**config.mk**
```make
export PLATFORM = sky130hd
export DESIGN_NAME = con_bus_scheduler_flat
export DESIGN_NICKNAME = d
export VERILOG_FILES = /design/src/rtl/con_bus_scheduler_if.sv /design/src/rtl/con_bus_scheduler.sv /design/src/flat_wrapper.sv
export SDC_FILE = /design/constraint.sdc
export NUM_CORES = 1
export LEC_CHECK = 0
export CORE_MARGIN = 8
export CORE_UTILIZATION = 48
export CTS_CLUSTER_DIAMETER = 120
export DETAILED_ROUTE_END_ITERATION = 16
export PLACE_DENSITY_LB_ADDON = 0.3
export SYNTH_ARGS = -nofsm -noshare
export SYNTH_HDL_FRONTEND = slang
export SYNTH_SLANG_ARGS = --single-unit
```
**constraint.sdc**
```tcl
create_clock -name clk -period 2.05 [get_ports clk]
set_input_delay 0.41 -clock clk [delete_from_list [all_inputs] [get_ports clk]]
set_output_delay 0.41 -clock clk [all_outputs]
set_load 0.02 [all_outputs]
```
**src/rtl/con_bus_scheduler_if.sv**
```systemverilog
// Shared-bus handshake bundle between the load requester, the ODS drain
// logic, the chip pins and the scheduler that arbitrates between them.
interface con_bus_if #(
    parameter int DRAIN_LEN_W = 2
);
    logic                   load_req;
    logic                   load_last;
    logic                   load_ready_in;
    logic                   load_grant;
    logic                   load_beat;
    logic                   con_valid;
    logic                   con_ready;
    logic                   drain_req;
    logic [DRAIN_LEN_W-1:0] drain_len;
    logic                   drain_grant;
    logic                   drain_shift;
    logic                   drain_done;
    logic                   output_valid;
    logic                   driving_cons;

    // Requesters and pins.
    modport master (
        output load_req, load_last, load_ready_in, con_valid, drain_req, drain_len,
        input  load_grant, load_beat, con_ready, drain_grant, drain_shift,
               drain_done, output_valid, driving_cons
    );

    // Scheduler.
    modport slave (
        input  load_req, load_last, load_ready_in, con_valid, drain_req, drain_len,
        output load_grant, load_beat, con_ready, drain_grant, drain_shift,
               drain_done, output_valid, driving_cons
    );
endinterface

```
**src/rtl/con_bus_scheduler.sv**
```systemverilog
// Time-multiplexes the bidirectional con bus between inbound loads and
// outbound result drains, with dead turnaround cycles on every direction
// change and preemption of long loads while a drain is waiting.
//
// state     | meaning
// ----------+-----------------------------------------------------------
// IDLE      | bus parked inbound, nobody granted
// LOAD      | inbound words accepted via con_valid/con_ready
// TURN_OUT  | dead cycles before the chip starts driving the pins
// DRAIN     | chip drives con_1..3, one result word per cycle
// TURN_IN   | dead cycles after the chip releases the pins
module con_bus_scheduler #(
    parameter int TURNAROUND_CYCLES = 1,
    parameter int MAX_LOAD_BURST    = 16,
    parameter int DRAIN_LEN_W       = 2
) (
    input  logic      clk,
    input  logic      rst_in,
    con_bus_if.slave  bus
);
    localparam int BW = $clog2(MAX_LOAD_BURST + 1);
    localparam int TW = $clog2(TURNAROUND_CYCLES + 1);
    localparam logic [BW-1:0] BURST_MAX = BW'(MAX_LOAD_BURST);
    localparam logic [TW-1:0] TURN_LOAD = TW'(TURNAROUND_CYCLES);

    localparam logic [2:0] ST_IDLE     = 3'd0;
    localparam logic [2:0] ST_LOAD     = 3'd1;
    localparam logic [2:0] ST_TURN_OUT = 3'd2;
    localparam logic [2:0] ST_DRAIN    = 3'd3;
    localparam logic [2:0] ST_TURN_IN  = 3'd4;

    logic [2:0]             state;
    logic [2:0]             state_nx;
    logic [BW-1:0]          burst_cnt;
    logic [TW-1:0]          turn_cnt;
    logic [DRAIN_LEN_W-1:0] drain_rem;
    logic                   beat;
    logic                   preempt;
    logic                   turn_end;
    logic                   drain_end;
    logic                   enter_turn_out;
    logic                   enter_turn_in;

    assign bus.con_ready    = (state == ST_LOAD) && bus.load_ready_in;
    assign beat             = bus.con_valid && bus.con_ready;
    assign bus.load_beat    = beat;
    assign bus.load_grant   = (state == ST_LOAD);
    assign bus.drain_grant  = (state == ST_TURN_OUT) || (state == ST_DRAIN);
    assign bus.drain_shift  = (state == ST_DRAIN);
    assign bus.output_valid = (state == ST_DRAIN);
    assign bus.driving_cons = (state == ST_DRAIN);
    assign bus.drain_done   = (state == ST_DRAIN) && drain_end;

    assign turn_end  = (turn_cnt == TW'(1));
    assign drain_end = (drain_rem == DRAIN_LEN_W'(1));

    // Limit counts this cycle's beat, so the beat that fills the burst also preempts.
    assign preempt = bus.drain_req &&
                     ((burst_cnt == BURST_MAX) || (beat && (burst_cnt == BURST_MAX - 1'b1)));

    assign enter_turn_out = (state_nx == ST_TURN_OUT) && (state != ST_TURN_OUT);
    assign enter_turn_in  = (state_nx == ST_TURN_IN) && (state != ST_TURN_IN);

    // Next-state decode; drain wins over load when both are requested.
    always_comb begin
        state_nx = state;
        case (state)
            ST_IDLE: begin
                if (bus.drain_req)     state_nx = ST_TURN_OUT;
                else if (bus.load_req) state_nx = ST_LOAD;
            end
            ST_LOAD: begin
                if (beat && bus.load_last)         state_nx = bus.drain_req ? ST_TURN_OUT : ST_IDLE;
                else if (preempt)                  state_nx = ST_TURN_OUT;
                else if (!beat && !bus.load_req)   state_nx = ST_IDLE;
            end
            ST_TURN_OUT: if (turn_end)  state_nx = ST_DRAIN;
            ST_DRAIN:    if (drain_end) state_nx = ST_TURN_IN;
            ST_TURN_IN:  if (turn_end)  state_nx = ST_IDLE;
            default:                    state_nx = ST_IDLE;
        endcase
    end

    // State, burst counter, turnaround and drain down-counters.
    always_ff @(posedge clk) begin
        if (rst_in) begin
            state     <= ST_IDLE;
            burst_cnt <= '0;
            turn_cnt  <= '0;
            drain_rem <= '0;
        end else begin
            state <= state_nx;

            if (state != ST_LOAD)
                burst_cnt <= '0;
            else if (beat && (burst_cnt != BURST_MAX))
                burst_cnt <= burst_cnt + 1'b1;

            if (enter_turn_out || enter_turn_in)
                turn_cnt <= TURN_LOAD;
            else if (turn_cnt != '0)
                turn_cnt <= turn_cnt - 1'b1;

            // A zero length still drains one word.
            if (enter_turn_out)
                drain_rem <= (bus.drain_len == '0) ? DRAIN_LEN_W'(1) : bus.drain_len;
            else if ((state == ST_DRAIN) && (drain_rem != '0))
                drain_rem <= drain_rem - 1'b1;
        end
    end
endmodule

```
**src/flat_wrapper.sv**
```systemverilog
// flat-port wrapper written by rule: the top's interface ports become plain ports
module con_bus_scheduler_flat 
#(
    parameter int TURNAROUND_CYCLES = 1,
    parameter int MAX_LOAD_BURST    = 16,
    parameter int DRAIN_LEN_W       = 2
)
  (clk, rst_in, bus_load_req, bus_load_last, bus_load_ready_in, bus_con_valid, bus_drain_req, bus_drain_len, bus_load_grant, bus_load_beat, bus_con_ready, bus_drain_grant, bus_drain_shift, bus_drain_done, bus_output_valid, bus_driving_cons);
  con_bus_if #(.DRAIN_LEN_W(DRAIN_LEN_W)) bus_i ();
  input  logic clk;
  input  logic rst_in;
  input wire logic [$bits(bus_i.load_req)-1:0] bus_load_req;
  input wire logic [$bits(bus_i.load_last)-1:0] bus_load_last;
  input wire logic [$bits(bus_i.load_ready_in)-1:0] bus_load_ready_in;
  input wire logic [$bits(bus_i.con_valid)-1:0] bus_con_valid;
  input wire logic [$bits(bus_i.drain_req)-1:0] bus_drain_req;
  input wire logic [$bits(bus_i.drain_len)-1:0] bus_drain_len;
  output wire logic [$bits(bus_i.load_grant)-1:0] bus_load_grant;
  output wire logic [$bits(bus_i.load_beat)-1:0] bus_load_beat;
  output wire logic [$bits(bus_i.con_ready)-1:0] bus_con_ready;
  output wire logic [$bits(bus_i.drain_grant)-1:0] bus_drain_grant;
  output wire logic [$bits(bus_i.drain_shift)-1:0] bus_drain_shift;
  output wire logic [$bits(bus_i.drain_done)-1:0] bus_drain_done;
  output wire logic [$bits(bus_i.output_valid)-1:0] bus_output_valid;
  output wire logic [$bits(bus_i.driving_cons)-1:0] bus_driving_cons;
  assign bus_i.load_req = bus_load_req;
  assign bus_i.load_last = bus_load_last;
  assign bus_i.load_ready_in = bus_load_ready_in;
  assign bus_i.con_valid = bus_con_valid;
  assign bus_i.drain_req = bus_drain_req;
  assign bus_i.drain_len = bus_drain_len;
  assign bus_load_grant = bus_i.load_grant;
  assign bus_load_beat = bus_i.load_beat;
  assign bus_con_ready = bus_i.con_ready;
  assign bus_drain_grant = bus_i.drain_grant;
  assign bus_drain_shift = bus_i.drain_shift;
  assign bus_drain_done = bus_i.drain_done;
  assign bus_output_valid = bus_i.output_valid;
  assign bus_driving_cons = bus_i.driving_cons;
  con_bus_scheduler #(.TURNAROUND_CYCLES(TURNAROUND_CYCLES), .MAX_LOAD_BURST(MAX_LOAD_BURST), .DRAIN_LEN_W(DRAIN_LEN_W)) u_core (.clk(clk), .rst_in(rst_in), .bus(bus_i));
endmodule
```
==> summary.md, run 1 <==
| Metric | Value |
|---|---|
| Pre-antenna DRT Iters | `4` |
| Hold_buf cts | `0` |
| Die Ht | `55.5 µm` |
| Post-synth EDFFs | `0` |
| Gate Count Post-Synth | `87` |
| Multiplexer share of the synthesized area | `4.17%` |
| Fmax | `511 MHz` |
| Worst hold path stage count | `2` |
| Total track usage | `10.9%` |
| Sw frac | `31.8%` |
| Reg power frac | `39.0%` |
| Proportion of layout cells with a drive suffix above 1 | `17.0%` |
| Startpoint types | `register` |
| Largest family of logic cells by synthesized area | `simple AND/OR/NAND/NOR gates` |
| Critical path class | `register to output pin` |
| Worst skew pair latency | `0.27 ns` |
| Status | `completed` |
| Final hold slack | `0.533 ns` |
| Logic pwr share | `37.3%` |
| Synth Area in Simple Gates | `26.0%` |
| Top cells by area, synth | `dfxtp_1 29%, ha_1 8.3%, nor2_1 5.5%, inv_1 5.0%, xnor2_1 4.7%` |
| FF+latch count, synth | `11` |
| Power Density | `636 nW/µm²` |
| Fin util | `66.4%` |
| Total global routing overflow | `0` |
| Die W | `55.5 µm` |
| Htree depth | `1` |
| Post-route clock period utilization | `95.4%` |
| Post-Syn Nets | `101` |
| Vias | `671` |
| Maximum clock insertion buffer count | `2` |
| Switching pwr | `200 µW` |
| Core area | `1490 µm²` |
| Crit path capture type | `output pin` |
| Leak | `0.421 nW` |
| TritonCTS clock tree | `built` |
| Overall Power | `628 µW` |
| Rows | `14` |
| Slew headroom | `82.3%` |
| First-pass GRT wire length | `2.86 mm` |
| Vias/cell | `5.24` |
| P&R area growth vs syn | `31.9%` |
| Gpl congestion | `0.812` |
| Min Tclk post-route | `1.96 ns` |
| Synth Cell Area | `749 µm²` |
| Async SR Flop Fraction | `0%` |
| CP required | `1.64 ns` |
| WL per Instance | `12.3 µm` |
| R2R depth | `8` |
| Max cap viols | `0` |
| Cell Int Power | `429 µW` |
| CTS Sinks | `11` |
| Synth warnings | `0` |
| Clock Pin Slew Worst Setup and Hold Paths | `0.07 ns` |
| Clock share of power | `23.7%` |
| Io pins | `17` |
| Avg Synthesized Cell Area | `8.61 µm²` |
| Num CTS Buffers | `3` |
| VDD IR max | `0.000350 V` |
| Adder-Cell Fraction of Synth Area | `8.35%` |
| Number of global-route vias before repair | `667` |
| Total Wirelength | `1.57 mm` |
| Die area | `3080 µm²` |
| DR DRC count | `0` |
| CP arrival | `1.55 ns` |
| Clk root buf | `clkbuf_4` |
| Compound-cell area share of the yosys netlist | `17.7%` |
| Clock skew | `0.00121 ns` |
| Transition time of the tightest slew-check pin | `0.265 ns` |
| Largest net degree at the start of global routing | `10` |
| Area leader, netlist | `dfxtp_1` |
| ANT nets after route | `0` |
| Antenna Cells | `0` |
| Post-synth cell types | `37` |
| Initial antenna violation count | `0` |
| Max Slew Vio Count | `0` |
| Post-synth top flop | `dfxtp_1` |
| Setup-failing EPs final | `0` |
| Total negative slack | `0 ns` |
| Area share of the largest cell type after synthesis | `29.4%` |
| RSZ-0062 raised after global routing | `false` |
| Final #Nets | `127` |
| Xor and xnor area share after synthesis | `4.67%` |
| Initial core utilization | `50.3%` |
| DR iter-0 viols | `5` |
| Final Hold Viols | `0` |
| HP Class | `register to register` |
| Worst Path Max Fanout | `8` |
| Sequential area share after synthesis | `29.4%` |
| PortBufs | `16` |
| Post-DP HPWL | `1.24 mm` |
## power groups by stage
stage	combinational, mW	sequential (mW)	clock (mW)
4_1_cts	0.237	0.246	0.157
3_3_place_gp	0.237	0.250	0
5_1_grt	0.258	0.249	0.170
6_report	0.234	0.245	0.149
3_5_place_dp	0.241	0.251	0
2_1_floorplan	0.144	0.255	0
## critical path: stages, from the launching register on
cell	delay, ns
dfxtp_1	0.31
buf_4	0.15
nand2b_1	0.16
inv_1	0.06
clkdlybuf4s50_1	0.59
## layout by cell type, fill, tap and decap left out, types with 2 or more instances in the layout
master and instances:
nor2_1 11, dfxtp_1 11, inv_1 10, buf_4 10, clkdlybuf4s50_1 9, a21oi_1 6
dlygate4sd2_1 6, ha_1 5, nand2b_1 4, xnor2_1 4, clkbuf_4 3, nand2_1 2
mux2i_1 2, a211o_1 2, nor3b_1 2, a311oi_1 2
## path summary, 6_finish.rpt
kind | from | end | slack (ns)
max | u_core.state[2]$_SDFF_PP0_ | bus_drain_grant | 0.09
min | u_core.burst_cnt[4]$_SDFFE_PP0P_ | u_core.burst_cnt[4]$_SDFFE_PP0P_ | 0.53
max reg2reg | u_core.burst_cnt[0]$_SDFFE_PP0P_ | u_core.turn_cnt$_SDFF_PP0_ | 0.10
min reg2reg | u_core.burst_cnt[4]$_SDFFE_PP0P_ | u_core.burst_cnt[4]$_SDFFE_PP0P_ | 0.53
## synthesized netlist by cell type, types with 2 or more instances
library cell,n
dfxtp_1,11
nor2_1,11
inv_1,10
a21oi_1,6
ha_1,5
nand2b_1,4
xnor2_1,4
a211o_1,2
a311oi_1,2
buf_4,2
mux2i_1,2
nand2_1,2
nor3b_1,2
## sequential cells by signal, summed over array words and instances, names as in the netlist
signal,count
u_core.burst_cnt,5
u_core.drain_rem,2
u_core.state,3
u_core.turn_cnt,1
## logic make-up after synthesis
logic type	after synthesis
AND/OR/NAND/NOR	31
AO/OA/AOI/OAI	18
buffers and inverters	15
flip-flops	11
adder cells (fa/ha/maj)	5
XOR/XNOR	4
multiplexers	3
## what timing repair did
| action | 4_1_cts | 5_1_grt |
|---|---|---|
| endpoints found under the setup margin | 7 | 2 |
| buffers inserted | 0 | 0 |
| pin swaps | 0 | 1 |
| gates resized for setup | 7 | 1 |
## area by class of cell
cell class | count | area, µm²
Tap cell | 16 | 20.0
Clock buffer | 4 | 26.3
Sequential cell | 11 | 220
Fill cell | 140 | 500
Multi-Input combinational cell | 61 | 457
Inverter | 10 | 37.5
Timing Repair Buffer | 26 | 228
## metrics by stage
stage          worst slack, ns  std cells  area [µm²]
6_report                0.0946        128         988
4_1_cts                 0.0514        128         987
5_1_grt                0.00919        128         988
2_1_floorplan            0.161         87         749
3_5_place_dp            -0.109        124         970
3_3_place_gp            -0.107        124         970
## metal layers
metal / routed length (µm) / global-route usage (%) / share of wire (%)
met1: 742 / 12.2 / 47
met2: 711 / 17.8 / 45
met3: 89 / 3.88 / 5.7
met4: 28 / 5.28 / 1.8
met5: 0 / 0 / 0
No activity file was read; power rests on OpenSTA's default activity.
==> run 2: changes to the inputs <==
SKIP_LAST_GASP = 1   (was unset)
==> results of run 2 <==
The final DEF is identical to that of run 1; final timing and power are the same.
